<file path="src/rtl/mac_stream_adapter_if.sv">
// Operand-stream and result-stream bundle for mac_stream_adapter.
//   s_a/s_b/s_c/s_valid/s_ready : operand beat channel (ready/valid)
//   m_result/m_valid/m_ready    : result channel (ready/valid)
// The slave modport is the adapter's view, the master modport the attached environment's view.
interface mac_stream_adapter_if #(
    parameter int unsigned INPUT_SIZE  = 32,
    parameter int unsigned OUTPUT_SIZE = 2 * INPUT_SIZE
);
    logic [INPUT_SIZE-1:0]  s_a;
    logic [INPUT_SIZE-1:0]  s_b;
    logic [INPUT_SIZE-1:0]  s_c;
    logic                   s_valid;
    logic                   s_ready;
    logic [OUTPUT_SIZE-1:0] m_result;
    logic                   m_valid;
    logic                   m_ready;

    modport slave (
        input  s_a,
        input  s_b,
        input  s_c,
        input  s_valid,
        output s_ready,
        output m_result,
        output m_valid,
        input  m_ready
    );

    modport master (
        output s_a,
        output s_b,
        output s_c,
        output s_valid,
        input  s_ready,
        input  m_result,
        input  m_valid,
        output m_ready
    );
endinterface

</file>
<file path="src/rtl/mac_stream_adapter.sv">
// Initiator/collector wrapped around a fixed-latency pipelined MAC.
// Operand beats accepted on the slave stream are registered onto the MAC's valid-only input;
// MAC results are captured in a result FIFO and presented on the master stream. Issue is
// credit-limited (in-flight + queued <= FIFO_DEPTH) so a result always finds a free slot.
// Ports:
//   clock, reset_n        : clock (rising edge) and asynchronous active-low reset
//   bus (slave modport)   : s_a/s_b/s_c/s_valid/s_ready in, m_result/m_valid/m_ready out
//   mac_a/mac_b/mac_c     : registered operands to the MAC
//   mac_valid             : registered issue strobe to the MAC
//   mac_result(_valid)    : result returned by the MAC
//   proto_err             : sticky flag for results that were unexpected or had no slot
module mac_stream_adapter #(
    parameter int unsigned INPUT_SIZE  = 32,
    parameter int unsigned OUTPUT_SIZE = 2 * INPUT_SIZE,
    parameter int unsigned LATENCY     = 2,
    parameter int unsigned FIFO_DEPTH  = 4
) (
    input  logic                   clock,
    input  logic                   reset_n,
    mac_stream_adapter_if.slave    bus,
    output logic [INPUT_SIZE-1:0]  mac_a,
    output logic [INPUT_SIZE-1:0]  mac_b,
    output logic [INPUT_SIZE-1:0]  mac_c,
    output logic                   mac_valid,
    input  logic [OUTPUT_SIZE-1:0] mac_result,
    input  logic                   mac_result_valid,
    output logic                   proto_err
);
    localparam int unsigned CW    = $clog2(FIFO_DEPTH + 1);
    localparam int unsigned PW    = (FIFO_DEPTH > 1) ? $clog2(FIFO_DEPTH) : 1;
    // Storage is rounded up to a power of two so the pointer width always fits the array.
    localparam int unsigned MEM_N = 1 << PW;

    localparam logic [CW-1:0] DEPTH_C  = CW'(FIFO_DEPTH);
    localparam logic [CW-1:0] ONE_C    = CW'(1);
    localparam logic [PW-1:0] LAST_PTR = PW'(FIFO_DEPTH - 1);

    if (FIFO_DEPTH < 1) begin : g_bad_depth
        $error("mac_stream_adapter: FIFO_DEPTH must be at least 1");
    end
    if (LATENCY < 1) begin : g_bad_latency
        $error("mac_stream_adapter: LATENCY must be at least 1");
    end

    logic [CW-1:0]          r_inflight;
    logic [CW-1:0]          w_inflight_nxt;
    logic [CW-1:0]          r_count;
    logic [CW-1:0]          w_count_nxt;
    logic [PW-1:0]          r_wr_ptr;
    logic [PW-1:0]          w_wr_ptr_nxt;
    logic [PW-1:0]          r_rd_ptr;
    logic [PW-1:0]          w_rd_ptr_nxt;
    logic [OUTPUT_SIZE-1:0] r_mem [MEM_N];
    logic                   r_s_ready;
    logic                   w_s_ready_nxt;
    logic                   r_proto_err;
    logic                   w_proto_err_nxt;
    logic                   r_mac_valid;
    logic [INPUT_SIZE-1:0]  r_mac_a;
    logic [INPUT_SIZE-1:0]  r_mac_b;
    logic [INPUT_SIZE-1:0]  r_mac_c;

    logic                   w_issue;
    logic                   w_pop;
    logic                   w_full;
    logic                   w_write;
    logic                   w_orphan;
    logic                   w_overflow;
    logic                   w_retire;
    logic [CW:0]            w_used_nxt;

    function automatic logic [PW-1:0] f_next_ptr(input logic [PW-1:0] ptr);
        return (ptr == LAST_PTR) ? '0 : ptr + PW'(1);
    endfunction

    // Handshake and event decode.
    always_comb begin
        w_issue    = bus.s_valid && r_s_ready;
        w_pop      = (r_count != '0) && bus.m_ready;
        w_full     = (r_count == DEPTH_C);
        // A pop in the same cycle frees the head slot, so a full FIFO can still take a write.
        w_write    = mac_result_valid && (!w_full || w_pop);
        w_orphan   = mac_result_valid && (r_inflight == '0);
        w_overflow = mac_result_valid && w_full && !w_pop;
        // An orphan result does not retire anything: the in-flight count never goes negative.
        w_retire   = mac_result_valid && !w_orphan;
    end

    // In-flight counter.
    always_comb begin
        w_inflight_nxt = r_inflight;
        case ({w_issue, w_retire})
            2'b10:   w_inflight_nxt = r_inflight + ONE_C;
            2'b01:   w_inflight_nxt = r_inflight - ONE_C;
            default: w_inflight_nxt = r_inflight;
        endcase
    end

    // FIFO occupancy and pointers.
    always_comb begin
        w_count_nxt  = r_count;
        w_wr_ptr_nxt = r_wr_ptr;
        w_rd_ptr_nxt = r_rd_ptr;
        case ({w_write, w_pop})
            2'b10:   w_count_nxt = r_count + ONE_C;
            2'b01:   w_count_nxt = r_count - ONE_C;
            default: w_count_nxt = r_count;
        endcase
        if (w_write) begin
            w_wr_ptr_nxt = f_next_ptr(r_wr_ptr);
        end
        if (w_pop) begin
            w_rd_ptr_nxt = f_next_ptr(r_rd_ptr);
        end
    end

    // Credit and error next state. s_ready is registered from the next-state credit use, so it
    // is a pure register output and a pop only frees its credit from the following cycle.
    always_comb begin
        w_used_nxt      = {1'b0, w_inflight_nxt} + {1'b0, w_count_nxt};
        w_s_ready_nxt   = (w_used_nxt < {1'b0, DEPTH_C});
        w_proto_err_nxt = r_proto_err || w_overflow || w_orphan;
    end

    always_ff @(posedge clock or negedge reset_n) begin
        if (!reset_n) begin
            r_inflight  <= '0;
            r_count     <= '0;
            r_wr_ptr    <= '0;
            r_rd_ptr    <= '0;
            r_s_ready   <= 1'b0;
            r_proto_err <= 1'b0;
            r_mac_valid <= 1'b0;
            r_mac_a     <= '0;
            r_mac_b     <= '0;
            r_mac_c     <= '0;
        end else begin
            r_inflight  <= w_inflight_nxt;
            r_count     <= w_count_nxt;
            r_wr_ptr    <= w_wr_ptr_nxt;
            r_rd_ptr    <= w_rd_ptr_nxt;
            r_s_ready   <= w_s_ready_nxt;
            r_proto_err <= w_proto_err_nxt;
            r_mac_valid <= w_issue;
            // Operands hold their last issued value when nothing is issued.
            if (w_issue) begin
                r_mac_a <= bus.s_a;
                r_mac_b <= bus.s_b;
                r_mac_c <= bus.s_c;
            end
        end
    end

    always_ff @(posedge clock or negedge reset_n) begin
        if (!reset_n) begin
            for (int i = 0; i < MEM_N; i++) begin
                r_mem[i] <= '0;
            end
        end else if (w_write) begin
            r_mem[r_wr_ptr] <= mac_result;
        end
    end

    assign bus.s_ready  = r_s_ready;
    assign bus.m_valid  = (r_count != '0);
    assign bus.m_result = r_mem[r_rd_ptr];
    assign mac_a        = r_mac_a;
    assign mac_b        = r_mac_b;
    assign mac_c        = r_mac_c;
    assign mac_valid    = r_mac_valid;
    assign proto_err    = r_proto_err;
endmodule

</file>
<file path="src/flat_wrapper.sv">
// flat-port wrapper written by rule: the top's interface ports become plain ports
module mac_stream_adapter_flat 
#(
    parameter int unsigned INPUT_SIZE  = 32,
    parameter int unsigned OUTPUT_SIZE = 2 * INPUT_SIZE,
    parameter int unsigned LATENCY     = 2,
    parameter int unsigned FIFO_DEPTH  = 4
)
  (clock, reset_n, mac_a, mac_b, mac_c, mac_valid, mac_result, mac_result_valid, proto_err, bus_s_a, bus_s_b, bus_s_c, bus_s_valid, bus_s_ready, bus_m_result, bus_m_valid, bus_m_ready);
  mac_stream_adapter_if #(.INPUT_SIZE(INPUT_SIZE), .OUTPUT_SIZE(OUTPUT_SIZE)) bus_i ();
  input  logic clock;
  input  logic reset_n;
  output logic [INPUT_SIZE-1:0] mac_a;
  output logic [INPUT_SIZE-1:0] mac_b;
  output logic [INPUT_SIZE-1:0] mac_c;
  output logic mac_valid;
  input  logic [OUTPUT_SIZE-1:0] mac_result;
  input  logic mac_result_valid;
  output logic proto_err;
  input wire logic [$bits(bus_i.s_a)-1:0] bus_s_a;
  input wire logic [$bits(bus_i.s_b)-1:0] bus_s_b;
  input wire logic [$bits(bus_i.s_c)-1:0] bus_s_c;
  input wire logic [$bits(bus_i.s_valid)-1:0] bus_s_valid;
  output wire logic [$bits(bus_i.s_ready)-1:0] bus_s_ready;
  output wire logic [$bits(bus_i.m_result)-1:0] bus_m_result;
  output wire logic [$bits(bus_i.m_valid)-1:0] bus_m_valid;
  input wire logic [$bits(bus_i.m_ready)-1:0] bus_m_ready;
  assign bus_i.s_a = bus_s_a;
  assign bus_i.s_b = bus_s_b;
  assign bus_i.s_c = bus_s_c;
  assign bus_i.s_valid = bus_s_valid;
  assign bus_s_ready = bus_i.s_ready;
  assign bus_m_result = bus_i.m_result;
  assign bus_m_valid = bus_i.m_valid;
  assign bus_i.m_ready = bus_m_ready;
  mac_stream_adapter #(.INPUT_SIZE(INPUT_SIZE), .OUTPUT_SIZE(OUTPUT_SIZE), .LATENCY(LATENCY), .FIFO_DEPTH(FIFO_DEPTH)) u_core (.clock(clock), .reset_n(reset_n), .bus(bus_i), .mac_a(mac_a), .mac_b(mac_b), .mac_c(mac_c), .mac_valid(mac_valid), .mac_result(mac_result), .mac_result_valid(mac_result_valid), .proto_err(proto_err));
endmodule
</file>
<file path="config.mk">
export PLATFORM = sky130hd
export DESIGN_NAME = mac_stream_adapter_flat
export DESIGN_NICKNAME = d
export VERILOG_FILES = /design/src/rtl/mac_stream_adapter_if.sv /design/src/rtl/mac_stream_adapter.sv /design/src/flat_wrapper.sv
export SDC_FILE = /design/constraint.sdc
export NUM_CORES = 1
export LEC_CHECK = 0
export ABC_AREA = 1
export BUFFER_PORTS_ARGS = -buffer_cell sky130_fd_sc_hd__buf_2
export CAP_MARGIN = 25
export CORE_ASPECT_RATIO = 0.7
export CORE_MARGIN = 1
export CORE_UTILIZATION = 30
export DETAILED_ROUTE_END_ITERATION = 6
export PLACE_DENSITY = 0.54
export SYNTH_ARGS = -nofsm -noshare
export SYNTH_HDL_FRONTEND = slang
export SYNTH_SLANG_ARGS = --single-unit
</file>
<file path="constraint.sdc">
create_clock -name clock -period 2.96 [get_ports clock]
set_input_delay 0.148 -clock clock [delete_from_list [all_inputs] [get_ports clock]]
set_output_delay 0.148 -clock clock [all_outputs]
set_load 0.02 [all_outputs]
</file>
==> metrics.csv, run 1 <==
stage,metric,value,unit
status,status,"complete, but fails checks",
status,failing checks,max-slew violations,
yosys,Synth Instances,1990,
global_route,gr ovfl total,0,
floorplanning,I/O pin count,329,
yosys,largest area contributor in the netlist,dfrtp_1,
yosys,post-synthesis sequential area ratio,54.5,%
yosys,Cell variety after synth,27,
power_and_ir_drop,Leak Pwr,11.3,nW
sta,RSZ-0062 raised after global routing,no,
clock_network,clk_lat worst skew,560,ps
sta,final hold violation count,0,
yosys,largest family of logic cells by synthesized area,simple AND/OR/NAND/NOR gates,
worst_setup_path,CP arrival,3130,ps
worst_setup_path,crit start category,flop,
floorplanning,die area,56900,µm²
worst_setup_path,reg2reg setup slack,290,ps
placed_design,IO Port Bufs,328,
clock_network,H-Tree Depth,2,
worst_setup_path,Setup Crit Path Kind,reg -> reg,
yosys,"Primary FF master, synth",dfrtp_1,
placed_design,dpl hpwl,30500,µm
worst_setup_path,Crit path max-delay family,buffers and inverters,
yosys,Ys Warns,0,
sta,Final setup violation count,0,
global_route,vias in the first global route,15732,
sta,final setup TNS,0,ps
worst_setup_path,largest stage delay on the critical path,890,ps
floorplanning,Starting Density,30.4,%
clock_network,post-CTS sizing,0,
clock_network,Clock Root Buffer,clkbuf_16,
worst_setup_path,crit path buf inv count,2,
worst_setup_path,"Slowest-stage cell, CP",buf_4,
clock_network,total CTS buffers,41,
floorplanning,Rows,72,
yosys,top-area cell type share of the netlist area,54.5,%
floorplanning,chip width,285,µm
drt,Final ANT Viol Nets,0,
drt,vias per cell,4.99,
yosys,Mapped Avg Cell Area,8.43,µm²
yosys,synthesized area,16800,µm²
power_and_ir_drop,overall power,0.0253,W
yosys,Syn Nets,2166,
drt,via count,15756,
flow_run,max_cap viols,0,
worst_setup_path,Setup crit end kind,flop,
yosys,Synth Area in Adders,0.910,%
global_route,Tot GR Track Use,19.7,%
worst_setup_path,Crit path required time,3420,ps
worst_setup_path,"critical path, cell by cell",nor2_2 -> nand2_4 -> buf_12 -> buf_4 -> nand4_1 -> nand2_1,
clock_network,Clock Path Buffers,3,
clock_network,"Reg clk slew, reported paths",60,ps
yosys,Post-synth EDFFs,0,
drt,DRT iter0 DRCs,1134,
clock_network,Clock Sinks,365,
drt,DRT Pass-1 Iters,5,
worst_setup_path,Worst Path Max Fanout,173,
floorplanning,die height,200,µm
clock_network,post-CTS setup repair buffer count,0,
layout,ratio of cells with drive above 1 in the final layout,18.5,%
clock_network,CTS tree,built,
yosys,simple-gate share of the synthesized area,31.6,%
layout,most frequent cells in the layout,"nand2_1 (821), dfrtp_1 (363), buf_2 (326)",
layout,fin nets,2562,
power_and_ir_drop,maximum VDD drop,800,µV
layout,"most common cell after layout, fill and taps aside",nand2_1,
drt,WL per Instance,18.0,µm
yosys,mux cell area share after synthesis,0,%
global_route,antenna violations before repair,5,
yosys,Synth Area in XOR/XNOR,0.157,%
drt,final WL,56900,µm
hold_path,worst hold path class,in -> reg,
drt,DRC,0,
clock_network,hold_buf cts,164,
yosys,Synth Register Bits,365,
global_route,first-pass GRT wire length,88900,µm
yosys,synth top area cells,"dfrtp_1 (54%), nand2_1 (18%), nand4_1 (9.6%)",
sta,fin crit share,90.1,%
sta,Slew headroom,-4.01,%
yosys,Synth Area in Compound Gates,6.40,%
floorplanning,core area,55200,µm²
placed_design,RePlAce Congestion,0.785,
global_route,largest net degree at the start of global routing,241,
layout,Syn-to-layout area delta,30.4,%
sta,Final Skew,25.2,ps
power_and_ir_drop,PwrDens,1160,nW/µm²
sta,maximum clock frequency,375,MHz
sta,Final Critical Period,2670,ps
sta,Least-Margin Pin Slew,1560,ps
yosys,Async SR Flop Fraction,100,%
sta,fin. max-slew vios,83,
[cells by family after synthesis]
group / count (synthesis)
and+or+nand+nor: 1224
DFF: 365
AOI/OAI and AO/OA: 198
buffers and inverters: 189
adders and majority gates: 11
xor gates and xnor gates: 3
[metal layers]
metal  part of all wire [%]  global-route usage [%]  vias to the layer above
met1                     44                    26.1                     7674
met4                    1.9                    5.48                        6
met2                     47                    32.9                      546
met5                  0.072                       0                        -
met3                    6.6                    3.95                       81
li1                       -                       -                     7449
[cells in the mapped netlist, types with 2 or more instances]
library cell    n
nand2_1       823
dfrtp_1       365
nand4_1       256
nor2_1        133
o21ai_0       119
buf_2          69
o22ai_1        64
clkbuf_1       39
buf_6          36
buf_1          24
inv_1          14
o21ai_1        13
ha_1            9
nand3_1         4
nand3_4         4
inv_2           3
buf_4           2
clkbuf_2        2
fa_1            2
xor2_1          2
[layout make-up]
class,instances,area [µm²]
diodes,2,5.00
fillers,5465,33400
clock inverters,10,114
flip-flops and latches,365,9140
inverters,17,66.3
multi-input cells,1436,6620
clock buffers,64,1300
repair buffers,525,3690
well taps,740,926
[stage by stage]
step           worst slack [ps]  util (%)  hold WS, ps  cells  cell area [µm²]
3_5_place_dp                377      34.0          156   2919            18800
4_1_cts                     350      39.6         64.4   3157            21900
6_report                    293      39.6          124   3159            21900
3_3_place_gp                369      34.0          151   2919            18800
2_1_floorplan               501         -         -148   1990            16800
5_1_grt                     128      39.6          109   3159            21900
[state kept, by name, summed over array words and instances (netlist names)]
register and flops:
u_core.mac_b 32, u_core.mac_c 32, u_core.r_rd_ptr 2, u_core.r_wr_ptr 2, u_core.r_inflight 3, u_core.bus.s_ready 1, u_core.r_count 3, u_core.mac_a 32
u_core.mac_valid 1, u_core.r_mem 256, u_core.proto_err 1
[final timing paths]
kind / from / endpoint / depth (start not counted)
min in group asynchronous: reset_n / u_core.r_mem[131] / 2
max in group asynchronous: reset_n / u_core.mac_b[29] / 3
max reg2reg: u_core.r_count[0] / u_core.r_mem[245] / 6
min: bus_s_valid / u_core.r_inflight[0] / 5
min reg2reg: u_core.r_mem[147] / u_core.r_mem[147] / 2
max: u_core.r_count[0] / u_core.r_mem[245] / 6
[power breakdown]
group,total (W),switching [W],internal (W),leakage [nW]
sequential,0.00852,0.00123,0.00729,4.56
combinational,0.0115,0.00785,0.00360,6.00
clock,0.00533,0.00213,0.00320,0.704
[worst min-delay path: stages]
cell	delay, ps
buf_2	100
nand2_2	70
ha_1	160
xor2_1	100
inv_1	60
Note: power is estimated with default switching activity, not from simulation.
==> run 2: changes to the inputs <==
==> constraint.sdc (replaced) <==
create_clock -name clock -period 2.96 [get_ports clock]
set_input_delay 0.444 -clock clock [delete_from_list [all_inputs] [get_ports clock]]
set_output_delay 0.444 -clock clock [all_outputs]
set_load 0.02 [all_outputs]
==> run 2 against run 1 <==
The run now ends clean. Cell count fell by 5.1%. Setup slack got worse by 150 ps. Non-clock buffer count fell by 156. Clock-buffer cell count fell by 9. Combinational power barely moved. Worst hold slack got worse by 57 ps. Clock skew rose by 6.4 ps. Via count fell by 3.6%. First-iteration DRC count rose by 13%. Wire length fell by 3.3%. Register-to-register slack improved by 70 ps. Critical endpoint is now bus_m_result[38]. Largest cell class unchanged.
==> metrics.csv, run 2 (synthesis results as in run 1) <==
stage,metric,value,unit,change
status,status,completed,,"was complete, but fails checks"
hold_path,Hold Startpoint,bus_s_b[0],,was bus_s_valid
worst_setup_path,"Slowest-stage cell, CP",dfrtp_4,,was buf_4
sta,final hold violation count,0,,unchanged
layout,Syn-to-layout area delta,19.9,%,was 30.4%
sta,final setup TNS,0,ps,unchanged
power_and_ir_drop,Leak Pwr,10.5,nW,was 11.3 nW
worst_setup_path,"critical path, cell by cell",buf_4 -> o21ai_0 -> o22ai_1 -> buf_2,,was nor2_2 -> nand2_4 -> buf_12 -> buf_4 -> nand4_1 -> nand2_1
worst_setup_path,Setup Crit Path Kind,reg -> out,,was reg -> reg
worst_setup_path,worst r2r src,u_core.r_count[0],,unchanged
flow_run,max_cap viols,0,,unchanged
floorplanning,die area,56900,µm²,unchanged
drt,final WL,55100,µm,was 56900 µm
worst_setup_path,Crit path required time,2520,ps,was 3420 ps
clock_network,total CTS buffers,40,,was 41
sta,Final Skew,31.7,ps,was 25.2 ps
global_route,largest net degree at the start of global routing,195,,was 241
power_and_ir_drop,maximum VDD drop,473,µV,was 800 µV
worst_setup_path,Setup crit end kind,primary output,,was flop
drt,vias per cell,5.06,,was 4.99
drt,DRC,0,,unchanged
sta,fin. max-slew vios,0,,was 83
layout,"most common cell after layout, fill and taps aside",nand2_1,,unchanged
worst_setup_path,Crit path max-delay family,buffers and inverters,,unchanged
global_route,gr ovfl total,0,,unchanged
clock_network,"Reg clk slew, reported paths",60,ps,about the same
power_and_ir_drop,PwrDens,1230,nW/µm²,was 1160 nW/µm²
clock_network,CTS tree,built,,unchanged
drt,DRT iter0 DRCs,1285,,was 1134
worst_setup_path,Worst Path Max Fanout,46,,was 173
drt,WL per Instance,18.4,µm,was 18.0 µm
global_route,Tot GR Track Use,19.3,%,was 19.7%
clock_network,post-CTS setup repair buffer count,0,,unchanged
sta,Final setup violation count,0,,unchanged
layout,Seq. cell area,9140,µm²,unchanged
drt,DRT Pass-1 Iters,6,,was 5
placed_design,RePlAce Congestion,0.781,,was 0.785
floorplanning,core area,55200,µm²,unchanged
clock_network,H-Tree Depth,2,,unchanged
layout,fillcell total,5719,,was 5465
layout,number of flip-flops in the largest register,256,,unchanged
layout,Largest Register,u_core.r_mem,,unchanged
global_route,first-pass GRT wire length,86300,µm,was 88900 µm
floorplanning,chip width,285,µm,unchanged
clock_network,Clock Sinks,365,,unchanged
floorplanning,Starting Density,30.4,%,unchanged
floorplanning,I/O pin count,329,,unchanged
sta,Slew headroom,28.1,%,was -4.01%
sta,Final Critical Period,2820,ps,was 2670 ps
global_route,antenna violations before repair,8,,was 5
placed_design,IO Port Bufs,328,,unchanged
global_route,vias in the first global route,14763,,was 15732
hold_path,worst hold path class,in -> reg,,unchanged
floorplanning,die height,200,µm,unchanged
layout,fin nets,2405,,was 2562
sta,RSZ-0062 raised after global routing,no,,unchanged
worst_setup_path,CP arrival,2370,ps,was 3130 ps
layout,post-layout utilization of the core,36.4,%,was 39.6%
sta,maximum clock frequency,355,MHz,was 375 MHz
drt,Final ANT Viol Nets,0,,unchanged
layout,area of the multi-input gates,6620,µm²,unchanged
clock_network,clk_lat worst skew,570,ps,was 560 ps
clock_network,Clock Path Buffers,3,,unchanged
drt,via count,15185,,was 15756
placed_design,dpl hpwl,31500,µm,was 30500 µm
worst_setup_path,crit start category,flop,,unchanged
layout,most frequent cells in the layout,"nand2_1 (821), dfrtp_1 (363), buf_2 (326)",,unchanged
worst_setup_path,crit path buf inv count,2,,unchanged
worst_setup_path,worst setup path startpoint,u_core.r_rd_ptr[0],,was u_core.r_count[0]
clock_network,Clock Root Buffer,clkbuf_16,,unchanged
sta,Least-Margin Pin Slew,1080,ps,was 1560 ps
worst_setup_path,largest stage delay on the critical path,470,ps,was 890 ps
layout,ratio of cells with drive above 1 in the final layout,19.8,%,was 18.5%
floorplanning,Rows,72,,unchanged
sta,fin crit share,95.2,%,was 90.1%
run 2: cell count changes in the layout (fill, tap and decap cells not counted), sizes merged:
cell         delta
dlygate4sd3   -163
clkbuf          -9
buf             +7
clkinv          +2
clkinvlp        +2
inv             +2
bufinv          -1
run 2: final timing paths:
| path | endpoint | slack (ps) | cells past startpoint |
|---|---|---|---|
| worst max register to register | u_core.bus.s_ready | 360 | 11 |
| worst min-delay path | u_core.mac_b[0] | 70 | 3 |
| worst min register to register | u_core.r_mem[149] | 460 | 2 |
| min in group asynchronous | u_core.r_mem[253] | 470 | 2 |
| worst max-delay path | bus_m_result[38] | 140 | 4 |
| max in group asynchronous | u_core.mac_c[19] | 1630 | 3 |
run 2: worst min-delay path, delay by kind of cell:
family                 cells  cell delay (ps)
AND/OR/NAND/NOR            2               90
buffers and inverters      1               70
run 2: cell type report:
type,count,share of cell area (%)
flip-flops and latches,365,45.4
well taps,740,4.60
repair buffers,369,10.5
multi-input cells,1436,32.9
inverters,17,0.342
diodes,2,0.0249
clock inverters,15,0.715
clock buffers,55,5.51
run 2: per-stage QoR:
stage                     total power, W  instances  hold slack, ps  cell area, µm²  setup slack [ps]
after floorplan                   0.0157       1990             148           16800               501
after global placement            0.0197       2926             447           18800               330
after detailed placement          0.0199       2926             453           18800               360
after CTS                         0.0250       2997            27.6           20100              40.5
after global routing              0.0266       2998            48.6           20100              50.0
final                             0.0247       2999            66.7           20100               143
run 2: power breakdown:
group | total, W | switching (W) | internal (W)
sequential | 0.00856 | 0.00128 | 0.00729
combinational | 0.0112 | 0.00774 | 0.00349
clock | 0.00488 | 0.00215 | 0.00273
run 2: timing repair:
action,4_1_cts,5_1_grt
resized for setup,0,2
endpoints found under the hold margin,62,0
hold buffers,1,0
setup endpoints to repair,0,1
run 2: per-layer routing:
metal | track usage, % | part of all wire, % | routed length [µm]
met2 | 31.4 | 47 | 25800
met4 | 5.10 | 1.8 | 988
met1 | 26.0 | 44 | 24000
met3 | 4.22 | 7.8 | 4310
met5 | 0 | 0.11 | 63
==> run 3: changes to the inputs <==
--- a/config.mk
+++ b/config.mk
@@ -6,13 +6,15 @@
 export NUM_CORES = 1
 export LEC_CHECK = 0
 export ABC_AREA = 1
-export BUFFER_PORTS_ARGS = -buffer_cell sky130_fd_sc_hd__buf_2
 export CAP_MARGIN = 25
+export CELL_PAD_IN_SITES_DETAIL_PLACEMENT = 1
+export CELL_PAD_IN_SITES_GLOBAL_PLACEMENT = 1
 export CORE_ASPECT_RATIO = 0.7
 export CORE_MARGIN = 1
 export CORE_UTILIZATION = 30
 export DETAILED_ROUTE_END_ITERATION = 6
-export PLACE_DENSITY = 0.54
+export DONT_BUFFER_PORTS = 1
+export PLACE_DENSITY = 0.6
 export SYNTH_ARGS = -nofsm -noshare
 export SYNTH_HDL_FRONTEND = slang
 export SYNTH_SLANG_ARGS = --single-unit
==> run 3 against run 2 <==
The run now ends with negative hold slack left. Sequential power increased by 11%. Global-route usage is 1.3 points higher. Core utilization down 0.15 points. Register-to-register slack worse by 40 ps. Clock power rose by 5.5%. Critical path type unchanged.
==> metrics.csv, run 3 (synthesis results as in run 1) <==
stage,metric,value,unit,change
worst_setup_path,"Slowest-stage cell, CP",dfrtp_4,,unchanged
clock_network,"Reg clk slew, reported paths",50,ps,was 60 ps
drt,WL per Instance,20.9,µm,was 18.4 µm
worst_setup_path,Setup crit end kind,primary output,,unchanged
layout,diode count,0,,was 2
drt,DRT iter0 DRCs,1064,,was 1285
floorplanning,core area,55200,µm²,unchanged
worst_setup_path,crit start category,flop,,unchanged
status,status,"complete, but fails checks",,was completed
global_route,gr ovfl total,0,,unchanged
global_route,largest net degree at the start of global routing,366,,was 195
placed_design,IO Port Bufs,0,,was 328
clock_network,post-CTS setup repair buffer count,0,,unchanged
sta,Final Skew,26.9,ps,was 31.7 ps
layout,ratio of cells with drive above 1 in the final layout,7.83,%,was 19.8%
clock_network,CTS tree,built,,unchanged
worst_setup_path,"critical path, cell by cell",inv_8 -> buf_12 -> buf_12 -> nor2_1 -> o22ai_1 -> buf_4,,was buf_4 -> o21ai_0 -> o22ai_1 -> buf_2
clock_network,clk_lat worst skew,560,ps,was 570 ps
floorplanning,Starting Density,30.4,%,unchanged
sta,Least-Margin Pin Slew,1050,ps,was 1080 ps
sta,fin crit share,94.1,%,was 95.2%
worst_setup_path,Worst Path Max Fanout,39,,was 46
hold_path,worst hold path class,in -> async,,was in -> reg
clock_network,total CTS buffers,41,,was 40
layout,number of flip-flops in the largest register,256,,unchanged
drt,DRT Pass-1 Iters,7,,was 6
floorplanning,chip width,285,µm,unchanged
worst_setup_path,Crit path required time,2520,ps,about the same
worst_setup_path,Setup Crit Path Kind,reg -> out,,unchanged
worst_setup_path,CP arrival,2340,ps,was 2370 ps
sta,Slew headroom,29.7,%,was 28.1%
floorplanning,Rows,72,,unchanged
floorplanning,die height,200,µm,unchanged
global_route,antenna violations before repair,0,,was 8
clock_network,Clock Root Buffer,clkbuf_16,,unchanged
drt,via count,14716,,was 15185
power_and_ir_drop,Leak Pwr,9.93,nW,was 10.5 nW
clock_network,H-Tree Depth,2,,unchanged
placed_design,dpl cells,2645,,was 2926
clock_network,Clock Path Buffers,3,,unchanged
status,failing checks,negative hold slack,,
sta,fin. max-slew vios,0,,unchanged
global_route,Tot GR Track Use,20.5,%,was 19.3%
global_route,first-pass GRT wire length,92600,µm,was 86300 µm
sta,Fin Hold WS,-381,ps,was 66.7 ps
layout,fin nets,2243,,was 2405
layout,Syn-to-layout area delta,19.4,%,was 19.9%
layout,Largest Register,u_core.r_mem,,unchanged
drt,Final ANT Viol Nets,0,,unchanged
sta,final hold violation count,365,,was 0
worst_setup_path,Most Frequent Cell on Critical Path,buf_12,,
layout,Layout Cells excl Fill,2835,,was 2999
sta,RSZ-0062 raised after global routing,no,,unchanged
layout,"most common cell after layout, fill and taps aside",nand2_1,,unchanged
drt,vias per cell,5.19,,was 5.06
clock_network,Clock Sinks,365,,unchanged
worst_setup_path,largest stage delay on the critical path,630,ps,was 470 ps
placed_design,dpl hpwl,31300,µm,was 31500 µm
layout,most frequent cells in the layout,"nand2_1 (821), dfrtp_1 (363), nand4_1 (256)",,"was nand2_1 (821), dfrtp_1 (363), buf_2 (326)"
sta,Final setup violation count,0,,unchanged
worst_setup_path,reg2reg setup slack,320,ps,was 360 ps
drt,DRC,0,,unchanged
sta,Final Critical Period,2780,ps,was 2820 ps
sta,maximum clock frequency,359,MHz,was 355 MHz
power_and_ir_drop,maximum VDD drop,512,µV,was 473 µV
clock_network,hold_buf cts,119,,was 1
global_route,vias in the first global route,15636,,was 14763
drt,final WL,59100,µm,was 55100 µm
floorplanning,die area,56900,µm²,unchanged
placed_design,RePlAce Congestion,0.757,,was 0.781
power_and_ir_drop,PwrDens,1240,nW/µm²,was 1230 nW/µm²
flow_run,max_cap viols,0,,unchanged
sta,final setup TNS,0,ps,unchanged
floorplanning,I/O pin count,329,,unchanged
layout,fillcell total,6410,,was 5719
## run 3: worst paths after layout
kind	end	cells past startpoint	start
max	bus_m_result[6]	6	u_core.r_rd_ptr[0]
min	u_core.r_mem[253]	0	reset_n
max in group asynchronous	u_core.r_mem[160]	0	reset_n
max reg2reg	u_core.bus.s_ready	11	u_core.r_count[0]
min reg2reg	u_core.r_mem[156]	2	u_core.r_mem[156]
min in group clock	u_core.mac_a[28]	2	bus_s_a[28]
## run 3: cell type report
| cell class | count | area, µm² | area share [%] |
|---|---|---|---|
| timing repair buffer | 206 | 1980 | 9.90 |
| clock inverter | 8 | 93.8 | 0.469 |
| inverter | 17 | 71.3 | 0.356 |
| multi-input combinational | 1436 | 6580 | 32.9 |
| clock buffer | 63 | 1230 | 6.15 |
| sequential | 365 | 9140 | 45.6 |
| tap | 740 | 926 | 4.62 |
## run 3: critical path, delay by kind of cell, from the launching register on
kind,cells,cell delay (ps)
AO/OA/AOI/OAI,1,230
buffers and inverters,4,860
flip-flops,1,630
AND/OR/NAND/NOR,1,40
## run 3: what timing repair did
action | in CTS | in global routing
hold endpoints to repair | 503 | 365
resized for setup | 0 | 2
endpoints found under the setup margin | 0 | 9
## run 3: through the flow
step	hold slack [ps]	util [%]	total power [W]	cell area [µm²]	worst slack, ps
after CTS	-425	36.3	0.0251	20000	34.7
final	-381	36.3	0.0248	20000	176
after global placement	182	31.7	0.0193	17500	381
after detailed placement	179	31.7	0.0196	17500	330
after floorplan	148	-	0.0157	16800	501
after global routing	-414	36.3	0.0266	20000	42.3
## run 3: metal layers
metal,wire length [µm],GRT usage [%],vias to the layer above
li1,-,-,6797
met4,981,4.98,0
met5,0,0,-
met3,3280,4.50,70
met2,27800,33.7,346
met1,27100,27.6,7503
## run 3: power by group
group	leakage (nW)	internal, W	switching [W]	total [W]
clock network	0.654	0.00303	0.00213	0.00515
registers	4.56	0.00728	0.00226	0.00954
logic	4.71	0.00342	0.00668	0.0101
total	9.93	0.0137	0.0111	0.0248
